===== config.mk =====
export PLATFORM = sky130hd
export DESIGN_NAME = xor_absorb_unit
export DESIGN_NICKNAME = d
export VERILOG_FILES = /design/src/rtl/xor_absorb_unit.sv
export SDC_FILE = /design/constraint.sdc
export NUM_CORES = 1
export LEC_CHECK = 0
export ABC_CLOCK_PERIOD_IN_PS = 18300
export BUFFER_PORTS_ARGS = -buffer_cell sky130_fd_sc_hd__clkbuf_2
export CAP_MARGIN = 20
export CORE_AREA = 8 8 360 362
export CTS_CLUSTER_DIAMETER = 100
export DETAILED_ROUTE_END_ITERATION = 12
export DIE_AREA = 0 0 368 370
export GPL_TIMING_DRIVEN = 0
export PLACE_DENSITY = 0.39
export SYNTH_ARGS = -nofsm -noshare
export SYNTH_HDL_FRONTEND = slang
export SYNTH_SLANG_ARGS = --single-unit

===== constraint.sdc =====
create_clock -name clock_i -period 18.3 [get_ports clock_i]
set_input_delay 2.745 -clock clock_i [delete_from_list [all_inputs] [get_ports clock_i]]
set_output_delay 2.745 -clock clock_i [all_outputs]
set_load 0.05 [all_outputs]

===== src/rtl/xor_absorb_unit.sv =====
// Rate-absorb stage of a sponge construction: XORs (or overwrites, for decrypt) input
// blocks into the rate of a 5x64-bit state and hands the state back for permutation.
module xor_absorb_unit #(
    parameter int RATE_WORDS = 2,
    parameter int CNT_W      = 16
) (
    input  logic                                 clock_i,
    input  logic                                 reset_i,
    input  logic [4:0][63:0]                     state_i,
    input  logic                                 load_state_i,
    input  logic [1:0]                           mode_i,
    input  logic [64*RATE_WORDS-1:0]             data_i,
    input  logic [$clog2(8*RATE_WORDS+1)-1:0]    data_bytes_i,
    input  logic                                 last_i,
    input  logic                                 data_valid_i,
    output logic                                 data_ready_o,
    output logic [4:0][63:0]                     state_o,
    output logic [64*RATE_WORDS-1:0]             data_o,
    output logic                                 out_valid_o,
    output logic                                 perm_req_o,
    output logic                                 phase_done_o,
    output logic [CNT_W-1:0]                     blk_cnt_o
);

    localparam int RB    = 8 * RATE_WORDS;
    localparam int RBITS = 64 * RATE_WORDS;

    typedef enum logic [2:0] {S_IDLE, S_READY, S_OUT, S_WAIT, S_PAD} fsm_t;

    fsm_t              state_q, state_d;
    logic              last_q, pad_q;
    logic              xfer;
    int                n_eff;
    logic [RBITS-1:0]  rate_old, rate_new, out_new;

    assign xfer     = (state_q == S_READY) && data_valid_i;
    assign rate_old = state_o[RATE_WORDS-1:0];

    // Out-of-range byte counts mean a full block.
    always_comb begin
        n_eff = int'(data_bytes_i);
        if (n_eff == 0 || n_eff > RB) n_eff = RB;
    end

    always_comb begin
        rate_new = rate_old;
        out_new  = '0;
        for (int i = 0; i < RB; i++) begin
            if (i < n_eff) begin
                out_new[8*i +: 8] = rate_old[8*i +: 8] ^ data_i[8*i +: 8];
                if (mode_i == 2'b10) rate_new[8*i +: 8] = data_i[8*i +: 8];
                else                 rate_new[8*i +: 8] = out_new[8*i +: 8];
            end else if (i == n_eff) begin
                rate_new[8*i +: 8] = rate_old[8*i +: 8] ^ 8'h01;
            end
        end
        // Encrypt output equals the new rate and decrypt output is old^data; both are old^data.
        if (!(mode_i == 2'b01 || mode_i == 2'b10)) out_new = '0;
    end

    always_ff @(posedge clock_i or posedge reset_i) begin
        if (reset_i) state_q <= S_IDLE;
        else         state_q <= state_d;
    end

    always_comb begin
        state_d = state_q;
        case (state_q)
            S_IDLE:  if (load_state_i) state_d = S_READY;
            S_READY: if (data_valid_i) state_d = S_OUT;
            S_OUT:   state_d = S_WAIT;
            S_WAIT:  if (load_state_i) state_d = pad_q ? S_PAD : S_READY;
            S_PAD:   state_d = S_WAIT;
            default: state_d = S_IDLE;
        endcase
    end

    always_comb begin
        data_ready_o = (state_q == S_READY);
    end

    always_ff @(posedge clock_i or posedge reset_i) begin
        if (reset_i) begin
            state_o      <= '0;
            data_o       <= '0;
            out_valid_o  <= 1'b0;
            perm_req_o   <= 1'b0;
            phase_done_o <= 1'b0;
            blk_cnt_o    <= '0;
            last_q       <= 1'b0;
            pad_q        <= 1'b0;
        end else begin
            out_valid_o  <= 1'b0;
            phase_done_o <= 1'b0;
            case (state_q)
                S_IDLE: if (load_state_i) state_o <= state_i;
                S_READY: if (xfer) begin
                    state_o[RATE_WORDS-1:0] <= rate_new;
                    data_o      <= out_new;
                    out_valid_o <= (mode_i == 2'b01) || (mode_i == 2'b10);
                    blk_cnt_o   <= blk_cnt_o + CNT_W'(1);
                    last_q      <= last_i;
                    pad_q       <= last_i && (n_eff == RB);
                end
                S_OUT: perm_req_o <= 1'b1;
                S_WAIT: if (load_state_i) begin
                    state_o    <= state_i;
                    perm_req_o <= 1'b0;
                    if (!pad_q && last_q) phase_done_o <= 1'b1;
                    if (!pad_q) last_q <= 1'b0;
                end
                S_PAD: begin
                    // A full final block leaves no room for padding, so it gets its own block.
                    state_o[0][7:0] <= state_o[0][7:0] ^ 8'h01;
                    blk_cnt_o       <= blk_cnt_o + CNT_W'(1);
                    phase_done_o    <= 1'b1;
                    perm_req_o      <= 1'b1;
                    pad_q           <= 1'b0;
                    last_q          <= 1'b0;
                end
                default: ;
            endcase
        end
    end

endmodule


==> flow_summary_export.csv <==
group,metric,value,unit
die,die_h,370,um
global_routing,grt_usage,18.3,%
min_path,hold_class,"register to register",
drt,viasPerCell,4.27,
die,rows,130,
setup_path,crit_type,"input pin to register",
placed_design,dp_hpwl,106000,um
synthesis,synthCells,2176,
drt,ant_nets,0,
finish,area_growth,39.8,%
finish,multi_input_area,10400,um2
synthesis,synth_area,23100,um2
cts,cts_buffer_depth,3,
setup_path,path_max_fanout,10,
finish,seq_area,11800,um2
cts,clock_latency,0.61,ns
synthesis,syn_avg_cell_area,10.6,um2
global_routing,grt_pass1_vias,21600,
cts,cts.reportedPaths.clkPinSlew,0.05,ns
cts,cts_num_sinks,472,
placed_design,dp.cells,4763,
finish,layout_commonest_cell,"clkbuf_2",
synthesis,ys_seq_area_share,51.2,%
drt,top_layer,"met5",
setup_path,worstPathArrival,6.31,ns
synthesis,syn-num-nets,2639,
finish,finalNonFillerCells,4899,
sta,max_slew.worst_pin.slew,1.17,ns
global_routing,grt_start_max_net_pins,114,
power,power_density,243,nW/um2
sta,drv_slew,0,
finish,nNetsFinal,3647,
die,io_pins,928,
die,core_area,124000,um2
synthesis,ys.flop_type,"dfrtp_1",
cts,cts_tree,"done",
drt,vias,20900,
power,ir_drop,0.113,mV
global_routing,grt_first_pass_wirelength,178000,um
cts,cts_buffers,69,
synthesis,ys_ff_latch,472,
power,power.leakage,15.2,nW
setup_path,cp-end-kind,"register",
cts,post-cts-setup-buffers,0,
drt,post_drt_wl_per_cell,26.6,um
outcome,status,"finished clean",
setup_path,required,18.81,ns
drt,drt_first_pass_iters,5,
placed_design,dpl-instance-area,30000,um2
sta,finClkSkew,0.0202,ns
placed_design,io_buffer_count,924,
sta,finalSetupViolCount,0,
cts,cts_resized,0,
synthesis,yosysWarnings,0,
cts,htreeDepth,3,
sta,slew_headroom,22.2,%
die,die_w,368,um
synthesis,synth-edff-count,0,
cts,cts-root-buf,"clkbuf_16",
die,dieArea,136000,um2
sta,clock.fmax,173,MHz
finish,final_cell_mix,"clkbuf_2 (925), dfrtp_1 (472), nand2_1 (256)",
synthesis,synthArstFlopShare,100,%
drt,post-route-drc-count,0,
placed_design,gp_congestion,0.832,
sta,hold_viol_final,0,
drt,wl_met1,49300,um
synthesis,yosysUniqueCellTypes,67,
setup_path,slowest_stage,"o21ai_1",
drt,wl_met2,62500,um
drt,drt-total-wl,130000,um
drt,drt_iter0_markers,1058,
cts,holdBufCountCts,0,
setup_path,max_stage_delay,0.89,ns
sta,rsz0062_at_grt,"no",
global_routing,antenna_found_initial,57,
finish,nFillCells,13700,
setup_path,critPathLaunchType,"input pin",
sta,fin_crit_sh,31.7,%
sta,fin_crit,5.80,ns
sta,fin_tns_setup,0,ns
drt,wl_met3,13600,um
die,start_util,18.6,%
finish,drive_gt1_share,41.4,%
finish,fin_area,32300,um2
run,maxCapViolations,0,
global_routing,overflow,0,
setup_path,path_cells,"clkbuf_2 > buf_2 > nor4_1 > inv_1 > ha_1 > nand3b_1 > o21ai_1 > nand2_1 > o21ai_0",
## power by group
group / leakage (nW) / internal [mW] / switching, mW
Combinational: 8.35 / 1.20 / 3.38
Clock: 1.07 / 0.796 / 0.529
Sequential: 5.82 / 1.54 / 0.393
## through the flow
stage | hold WS (ns) | power, mW | util, % | setup slack, ns
after floorplan | 0.466 | 5.01 | - | 2.39
after detailed placement | 0.466 | 6.64 | 24.2 | 11.80
final | 0.473 | 7.84 | 26.0 | 12.50
after global routing | 0.505 | 8.28 | 25.9 | 12.25
after CTS | 0.477 | 8.01 | 25.9 | 12.48
after global placement | 0.462 | 6.60 | 24.0 | -6.13
## critical path: cells and delay by family
kind                       cells  cell delay [ns]
adders and majority gates      1             0.38
buffers and inverters          3             0.38
and+or+nand+nor                3             1.59
AOI/OAI and AO/OA              2             1.21
## worst paths after layout
check	startpoint	to	slack [ns]	cells past startpoint
max reg2reg	state_q[1]	state_o[75]	15.29	9
max	data_bytes_i[1]	data_o[97]	12.50	9
min reg2reg	data_o[99]	data_o[99]	0.47	2
max in group asynchronous	reset_i	data_o[31]	14.88	4
min in group asynchronous	reset_i	state_o[148]	2.21	3
min	data_o[99]	data_o[99]	0.47	2
## logic make-up after synthesis
family	count (synthesis)	synth area share [%]
AOI/OAI and AO/OA	491	14.6
muxes	203	9.88
xor gates and xnor gates	244	9.26
adders and majority gates	3	0.163
and+or+nand+nor	568	11.0
buffers and inverters	195	3.89
DFF	472	51.2
## cell usage after synthesis, types with 6 or more instances
library cell / number / share of area [%]
a21o_1: 6 / 0.20
a21oi_1: 67 / 1.5
a221o_1: 47 / 2.0
a22o_1: 41 / 1.6
a22oi_1: 10 / 0.33
a2bb2oi_1: 7 / 0.27
a31oi_1: 45 / 1.2
and2_1: 9 / 0.24
and3_1: 6 / 0.16
buf_1: 10 / 0.16
buf_2: 64 / 1.4
buf_4: 7 / 0.23
buf_6: 8 / 0.39
clkbuf_1: 36 / 0.59
dfrtp_1: 472 / 51
inv_1: 68 / 1.1
mux2_2: 194 / 9.5
mux2i_1: 8 / 0.35
nand2_1: 256 / 4.2
nand2b_1: 52 / 1.4
nand3_1: 59 / 1.3
nand4_1: 6 / 0.16
nor2_1: 123 / 2.0
nor2b_1: 19 / 0.51
nor3_1: 18 / 0.39
o21ai_0: 130 / 2.8
o21ai_1: 34 / 0.74
o21ai_2: 6 / 0.23
o221ai_1: 47 / 1.8
o311a_1: 6 / 0.26
o31ai_1: 12 / 0.39
xnor2_1: 164 / 6.2
xor2_1: 80 / 3.0
## registers in the layout, indices dropped and copies added, names as in the netlist
| signal | cells |
|---|---|
| state_q | 3 |
| pad_q | 1 |
| data_o | 128 |
| perm_req_o | 1 |
| out_valid_o | 1 |
| phase_done_o | 1 |
| last_q | 1 |
| blk_cnt_o | 16 |
| state_o | 320 |
## final cells by class
type | count | area share (%)
multi-input cells | 1509 | 32.2
diodes | 18 | 0.140
repair buffers | 937 | 15.1
inverters | 70 | 0.838
clock buffers | 101 | 6.17
flip-flops and latches | 472 | 36.6
well taps | 1650 | 6.40
plain buffers | 125 | 1.97
clock inverters | 17 | 0.644
## metal layers
| layer | vias up | track usage (%) |
|---|---|---|
| met5 | - | 0 |
| met4 | 50 | 6.40 |
| met3 | 224 | 8.53 |
| met2 | 802 | 30.9 |
| met1 | 10200 | 20.3 |
| li1 | 9684 | - |
Power figures use the tool's default switching activity.
